## src/rtl/dma_bus_arbiter.sv

```systemverilog
// DMA bus arbiter: IDLE/GRANT/RELEASE burst FSM with fixed-priority arbitration.
// Define DMA_ARB_RR_EN to switch to round-robin arbitration.
module dma_bus_arbiter #(
  parameter int NUM_CH    = 2,
  parameter int BURST_LEN = 12,
  parameter int CNT_W     = 8,
  localparam int IW = (NUM_CH > 1) ? $clog2(NUM_CH) : 1
) (
  input  logic              Clk,
  input  logic              Reset,
  input  logic [NUM_CH-1:0] BR,
  input  logic              cpu_mem_busy,
  output logic [NUM_CH-1:0] BG,
  output logic              bus_busy,
  output logic [IW-1:0]     grant_id,
  output logic [CNT_W-1:0]  burst_cnt,
  output logic              burst_done,
  output logic              burst_abort
);

  typedef enum logic [1:0] {
    IDLE,
    GRANT,
    RELEASE
  } state_t;

  state_t            state;
  logic [IW-1:0]     win;
  logic [NUM_CH-1:0] win_oh;
  logic              found;
  logic              own_req;
  logic              last;
  logic              leave;

  // BG is one-hot on the owner during GRANT, so this is BR[owner]
  assign own_req  = |(BR & BG);
  assign last     = (burst_cnt == CNT_W'(BURST_LEN - 1));
  assign leave    = (state == GRANT) && (last || !own_req);
  assign bus_busy = |BG;

`ifdef DMA_ARB_RR_EN
  logic [IW-1:0] rr_ptr;

  // Two passes: channels at/above the pointer first, then wrap to the bottom
  always_comb begin
    win   = '0;
    found = 1'b0;
    for (int j = 0; j < NUM_CH; j++) begin
      if (!found && BR[j] && (IW'(j) >= rr_ptr)) begin
        found = 1'b1;
        win   = IW'(j);
      end
    end
    for (int j = 0; j < NUM_CH; j++) begin
      if (!found && BR[j]) begin
        found = 1'b1;
        win   = IW'(j);
      end
    end
  end

  always_ff @(posedge Clk or posedge Reset) begin
    if (Reset) begin
      rr_ptr <= '0;
    end else if (leave) begin
      if (grant_id == IW'(NUM_CH - 1))
        rr_ptr <= '0;
      else
        rr_ptr <= grant_id + 1'b1;
    end
  end
`else
  always_comb begin
    win   = '0;
    found = 1'b0;
    for (int j = 0; j < NUM_CH; j++) begin
      if (!found && BR[j]) begin
        found = 1'b1;
        win   = IW'(j);
      end
    end
  end
`endif

  always_comb begin
    win_oh = '0;
    for (int j = 0; j < NUM_CH; j++)
      win_oh[j] = found && (win == IW'(j));
  end

  always_ff @(posedge Clk or posedge Reset) begin
    if (Reset) begin
      state       <= IDLE;
      BG          <= '0;
      grant_id    <= '0;
      burst_cnt   <= '0;
      burst_done  <= 1'b0;
      burst_abort <= 1'b0;
    end else begin
      burst_done  <= 1'b0;
      burst_abort <= 1'b0;
      unique case (state)
        IDLE: begin
          if ((|BR) && !cpu_mem_busy) begin
            state     <= GRANT;
            BG        <= win_oh;
            grant_id  <= win;
            burst_cnt <= '0;
          end
        end
        GRANT: begin
          if (leave) begin
            state       <= RELEASE;
            BG          <= '0;
            burst_cnt   <= '0;
            burst_done  <= last;
            burst_abort <= !last;
          end else begin
            burst_cnt <= burst_cnt + 1'b1;
          end
        end
        RELEASE: state <= IDLE;
        default: state <= IDLE;
      endcase
    end
  end

endmodule

```

## config.mk

```make
export PLATFORM = sky130hd
export DESIGN_NAME = dma_bus_arbiter
export DESIGN_NICKNAME = d
export VERILOG_FILES = /design/src/rtl/dma_bus_arbiter.sv
export SDC_FILE = /design/constraint.sdc
export NUM_CORES = 1
export LEC_CHECK = 0
export BUFFER_PORTS_ARGS = -buffer_cell sky130_fd_sc_hd__clkbuf_2
export CORE_MARGIN = 4
export CORE_UTILIZATION = 35
export DETAILED_ROUTE_END_ITERATION = 12
export SLEW_MARGIN = 0
export SYNTH_ARGS = -nofsm -noshare
export SYNTH_HDL_FRONTEND = slang
export SYNTH_SLANG_ARGS = --single-unit
```

## constraint.sdc

```tcl
create_clock -name Clk -period 2.4 [get_ports Clk]
set_input_delay 0.36 -clock Clk [delete_from_list [all_inputs] [get_ports Clk]]
set_output_delay 0.36 -clock Clk [all_outputs]
set_load 0.005 [all_outputs]
```

# Yosys cells after proc, flatten, opt, wreduce, memory -nomap -nowiden
# Cells that the tools add are included.
[totals]
output_inout_bits = 14
ram_bits = 0
latch_bits = 0
word_cells = 48
mem_bits_ro = 0
inputBits = 5
memories = 0
ff_bits = 15
[op_classes]
addsub = 1
n_bitwise = 2
shift = 0
n_div = 0
n_mul = 0
mux = 16
magnitude_cmp = 0
reduce_logical = 19
eq_ne = 4
[op_table]
columns = ["cell", "count"]
rows = [
  ["8-bit two-way mux", 2],
  ["8-bit one-hot mux with 2 select lines", 1],
  ["8-bit by 1-bit adder with 8-bit output (second input constant)", 1],
  ["8-bit by 4-bit == test with 1-bit output (second input constant)", 1],
  ["2-bit two-way mux", 4],
  ["2-bit one-hot mux with 2 select lines", 2],
  ["1-bit two-way mux", 7],
  ["2-bit AND reduction", 3],
  ["2-bit OR reduction", 3],
  ["1-bit logical AND", 5],
  ["1-bit zero test", 4],
  ["2-bit != test (second input constant)", 2],
  ["3-bit AND reduction", 1],
  ["2-bit AND", 1],
  ["2-bit by 1-bit == test with 1-bit output (second input constant)", 1],
  ["2-bit zero test", 1],
  ["2-bit nonzero test", 1],
  ["1-bit logical OR", 1],
  ["1-bit inverter", 1],
]

# Longest topological paths before layout
[depth]
word_depth = 8
mapped_depth = 6

# Worst setup path before layout
# No wires, ideal clock.
[synth_timing]
kind = "flip-flop to flip-flop"
start = "register burst_cnt[2]"
end = "register burst_cnt[1]"
t_required_ns = 2.279
setup_slack_ns = 0.623
setup_time_ns = 0.121
t_arrival_ns = 1.655
path_buffers = 1
stages_incl_launch_ff = 5
cell_sequence = "dfrtp_1 -> or4_1 -> or3_4 -> buf_6 -> a32o_2"
[synth_via]
elab_chain_len = 5
[synth_lines]
columns = ["item", "line", "source"]
rows = [
  ["start, declared", "16", "output logic [CNT_W-1:0] burst_cnt,"],
  ["start signal, assigned", "119", "burst_cnt <= burst_cnt + 1'b1;"],
  ["8-bit by 4-bit == test with 1-bit output", "37", "assign last = (burst_cnt == CNT_W'(BURST_LEN - 1));"],
  ["1-bit logical OR", "38", "assign leave = (state == GRANT) && (last || !own_req);"],
  ["1-bit logical AND", "38", ""],
  ["8-bit two-way mux", "112", "if (leave) begin"],
  ["8-bit one-hot mux with 2 select lines", "102", "unique case (state)"],
]
# No other way between the ends.
# A chain may end at the register's enable or synchronous reset.

# Worst setup path after layout
[layout_timing]
start = "register burst_cnt[2]"
end = "register burst_cnt[5]"
[layout_via]
elab_chain_len = 5
elab_cells_between_ends = 6
cone_classes = "add/sub (1); eq/ne (1); mux (2); reduce/logical (2)"
[layout_lines]
columns = ["item", "line"]
rows = [
  ["branches (longest 3 deep; another with 8-bit by 1-bit adder with 8-bit output)", "n/a"],
  ["8-bit two-way mux (*)", "112"],
  ["8-bit one-hot mux with 2 select lines (*)", "102"],
]
# Every way passes the cells marked *.

==> impl_metrics.prom <==
# TYPE chip_impl_metric gauge
chip_impl_info{name="run_status",value="completed"} 1
chip_impl_metric{name="power-per-cell-area",unit="nW/um^2"} 770
chip_impl_info{name="worst-setup-path-type",value="reg -> reg"} 1
chip_impl_metric{name="synthMuxAreaShare",unit=""} 0.0134
chip_impl_metric{name="timing.reg2reg.worst_path_depth",unit=""} 4
chip_impl_metric{name="max_cap_violations",unit=""} 0
chip_impl_metric{name="tritoncts_buffers",unit=""} 3
chip_impl_metric{name="setup_violations",unit=""} 0
chip_impl_info{name="synth.top_cells.by_count",value="sky130_fd_sc_hd__dfrtp_1, sky130_fd_sc_hd__nand2_1, sky130_fd_sc_hd__inv_1"} 1
chip_impl_info{name="startpoint_type",value="flop"} 1
chip_impl_metric{name="maxSlewHeadroom",unit=""} 0.621
chip_impl_metric{name="netlist_instances",unit=""} 77
chip_impl_metric{name="synth_simple_gate_area_frac",unit=""} 0.221
chip_impl_metric{name="ir_drop",unit="V"} 0.000425
chip_impl_metric{name="die_w",unit="um"} 54.2
chip_impl_metric{name="synth_fa_ha_area_frac",unit=""} 0.0168
chip_impl_metric{name="cts_max_path_buffers",unit=""} 2
chip_impl_metric{name="dp_hpwl",unit="um"} 1180
chip_impl_metric{name="syn_nets",unit=""} 83
chip_impl_metric{name="number_of_antenna_violations_at_the_first_check_in_global_routing",unit=""} 0
chip_impl_metric{name="fp-row-count",unit=""} 16
chip_impl_metric{name="cp_data_arrival_time",unit="ps"} 1980
chip_impl_metric{name="edff_count_synth",unit=""} 0
chip_impl_info{name="cell_types_with_the_largest_area_share_after_synthesis",value="sky130_fd_sc_hd__dfrtp_1, sky130_fd_sc_hd__nand2_1, sky130_fd_sc_hd__nand3_1, sky130_fd_sc_hd__nand4_1, sky130_fd_sc_hd__o21ai_0"} 1
chip_impl_metric{name="place_congestion",unit=""} 0.791
chip_impl_metric{name="yosysWarningCount",unit=""} 0
chip_impl_metric{name="worst_slack_placed",unit="ps"} 625
chip_impl_metric{name="worst-slew-pin-transition",unit="ps"} 568
chip_impl_metric{name="first_pass_grt_wire_length",unit="um"} 2660
chip_impl_metric{name="worst_clock_skew",unit="ps"} 8.74
chip_impl_metric{name="ctsHtreeMaxLevel",unit=""} 1
chip_impl_metric{name="final_slew_violations",unit=""} 0
chip_impl_metric{name="fin_nets",unit=""} 104
chip_impl_info{name="post-synth-top-area-cell",value="sky130_fd_sc_hd__dfrtp_1"} 1
chip_impl_info{name="combinational_family_with_the_most_area_after_synthesis",value="simple AND/OR/NAND/NOR gates"} 1
chip_impl_metric{name="die_h",unit="um"} 54.2
chip_impl_metric{name="placedInstanceArea",unit="sq um"} 858
chip_impl_info{name="ctsRootBufferMaster",value="sky130_fd_sc_hd__clkbuf_4"} 1
chip_impl_metric{name="number_of_global_route_vias_before_repair",unit=""} 593
chip_impl_metric{name="routed-via-count",unit=""} 627
chip_impl_metric{name="synthDominantCellAreaShare",unit=""} 0.503
chip_impl_metric{name="critPathMaxStageDelay",unit="ps"} 540
chip_impl_metric{name="routed_via_density",unit=""} 5.06
chip_impl_metric{name="synth_seq_cells",unit=""} 15
chip_impl_metric{name="design_area",unit="sq um"} 886
chip_impl_metric{name="power.static_leakage",unit="nW"} 0.433
chip_impl_info{name="cts_tree",value="yes"} 1
chip_impl_info{name="worst_r2r_startpoint",value="burst_cnt[2]"} 1
chip_impl_metric{name="core_area",unit="sq um"} 2000
chip_impl_metric{name="overflow",unit=""} 0
chip_impl_info{name="crit_family",value="simple AND/OR/NAND/NOR gates"} 1
chip_impl_metric{name="cts.repair.resized",unit=""} 0
chip_impl_metric{name="fin_crit",unit="ps"} 1820
chip_impl_metric{name="postRouteAntennaNets",unit=""} 0
chip_impl_metric{name="timing.final.ws_setup",unit="ps"} 580
chip_impl_metric{name="die_area",unit="sq um"} 2930
chip_impl_metric{name="grt_max_degree",unit=""} 16
chip_impl_metric{name="worst_setup_hold_path_clk_slew",unit="ps"} 90
chip_impl_metric{name="fmax",unit="MHz"} 549
chip_impl_metric{name="clk-insertion-delay-late",unit="ps"} 280
chip_impl_metric{name="r2r_slack",unit="ps"} 580
chip_impl_metric{name="initial_utilization",unit=""} 0.372
chip_impl_info{name="unrepaired_setup_endpoints_after_global_routing",value="no"} 1
chip_impl_metric{name="report.final.hold_viol_count",unit=""} 0
chip_impl_metric{name="initialDrtViolationCount",unit=""} 14
chip_impl_info{name="regToRegEndpoint",value="burst_cnt[5]"} 1
chip_impl_metric{name="syn_avg_cell_area",unit="sq um"} 9.68
chip_impl_metric{name="io_buffer_count",unit=""} 18
chip_impl_info{name="cells_traversed_along_the_worst_timing_path",value="or4_1 -> or3_4 -> a31oi_1 -> mux2i_1"} 1
chip_impl_metric{name="post_synth_xor_xnor_area",unit=""} 0.0117
chip_impl_metric{name="synth_area",unit="sq um"} 746
chip_impl_metric{name="design.portCount",unit=""} 19
chip_impl_metric{name="seq_area_frac_synth",unit=""} 0.503
chip_impl_info{name="worst_setup_path_end_kind",value="flop"} 1
chip_impl_metric{name="drcViolationCount",unit=""} 0
chip_impl_info{name="worst_hold_path_type",value="in -> async"} 1
chip_impl_metric{name="hold_buffers",unit=""} 0
chip_impl_metric{name="timing.final.crit_share",unit=""} 0.758
chip_impl_metric{name="grt_util_all_layers",unit=""} 0.131
chip_impl_metric{name="wire_per_inst",unit="um"} 12.9
chip_impl_metric{name="drive_gt1_frac",unit=""} 0.278
chip_impl_metric{name="crit_buf_inv",unit=""} 0
chip_impl_metric{name="final_total_negative_setup_slack",unit="ps"} 0
chip_impl_metric{name="totalWireLength",unit="um"} 1600
chip_impl_metric{name="n_antenna_cell",unit=""} 0
chip_impl_metric{name="cp.required",unit="ps"} 2560
chip_impl_metric{name="critical_path_maximum_fanout",unit=""} 11
chip_impl_info{name="synthMostInstantiatedCell",value="sky130_fd_sc_hd__dfrtp_1"} 1
chip_impl_info{name="synthFlopType",value="sky130_fd_sc_hd__dfrtp_1"} 1
chip_impl_metric{name="count_of_buffers_added_by_post_cts_timing_repair_for_setup",unit=""} 0
chip_impl_metric{name="synth-compound-area-share",unit=""} 0.178
chip_impl_info{name="crit_path_top_delay_cell",value="sky130_fd_sc_hd__or4_1"} 1
chip_impl_metric{name="async_flop_share",unit=""} 1.00
chip_impl_metric{name="area.growth.synth_to_final",unit="%"} 18.8
chip_impl_metric{name="netlist-cell-type-count",unit=""} 32
chip_impl_metric{name="clock-sinks",unit=""} 15
chip_impl_metric{name="detailed_routing_iterations_pass_1",unit=""} 4
-- state kept, by name (all words and copies together) (netlist names) --
register,count
grant_id,1
burst_done,1
BG,2
burst_abort,1
state,2
burst_cnt,8
-- report_power, final --
group	switching (W)	total [W]	leakage (nW)	internal (W)
sequential	0.0000355	0.000336	0.204	0.000300
clock	0.0000797	0.000142	0.0177	0.0000619
combinational	0.000114	0.000205	0.211	0.0000907
total	0.000230	0.000682	0.433	0.000453
-- layer usage --
metal / routed length [um] / GRT usage / share of wire
met5: 0 / 0 / 0
met3: 75 / 0.0554 / 0.047
met4: 21 / 0.0498 / 0.013
met1: 723 / 0.158 / 0.45
met2: 778 / 0.205 / 0.49
-- metrics by stage --
step,util,instances,hold slack [ps],power [W]
after floorplan,-,77,261,0.000469
after detailed placement,0.429,120,424,0.000550
after global placement,0.429,120,429,0.000550
final,0.443,124,95.9,0.000682
after global routing,0.443,124,142,0.000732
after CTS,0.443,124,111,0.000692
-- layout by cell type, fill, tap and decap left out, drive strengths merged, types with 2 or more instances in the layout --
cell / count
o21bai: 2
o21ai: 6
nand4: 4
dfrtp: 15
nor2b: 3
inv: 6
nand3: 5
a31oi: 2
or3: 2
nor3b: 2
a21o: 2
nor2: 2
a21oi: 3
clkbuf: 21
nand2: 8
-- final cells by class --
class | count | area (sq um)
timing repair buffer | 19 | 97.6
multi-input combinational | 53 | 329
sequential | 15 | 375
inverter | 6 | 22.5
fill | 201 | 1120
tap | 27 | 33.8
clock buffer | 3 | 22.5
clock inverter | 1 | 5.00
-- cell families after synthesis --
group | after synthesis
compound gates | 20
simple gates | 30
flops | 15
xor+xnor | 1
mux | 1
buf+inv | 9
fa+ha+maj | 1
-- worst reg2reg max path, cell delays in order (launching register included) --
cell and delay (ps):
sky130_fd_sc_hd__dfrtp_1 460, sky130_fd_sc_hd__or4_1 540, sky130_fd_sc_hd__or3_4 420, sky130_fd_sc_hd__a31oi_1 190
sky130_fd_sc_hd__mux2i_1 90
-- how the worst max path moves through the flow --
stage                              end          from  cells past startpoint
after floorplan           burst_cnt[1]  burst_cnt[2]                      4
after global placement           BG[0]  burst_cnt[2]                      4
after detailed placement         BG[0]  burst_cnt[2]                      4
after CTS                 burst_cnt[5]  burst_cnt[2]                      4
after global routing      burst_cnt[5]  burst_cnt[2]                      4
final                     burst_cnt[5]  burst_cnt[2]                      4
Power figures use the tool's default switching activity.
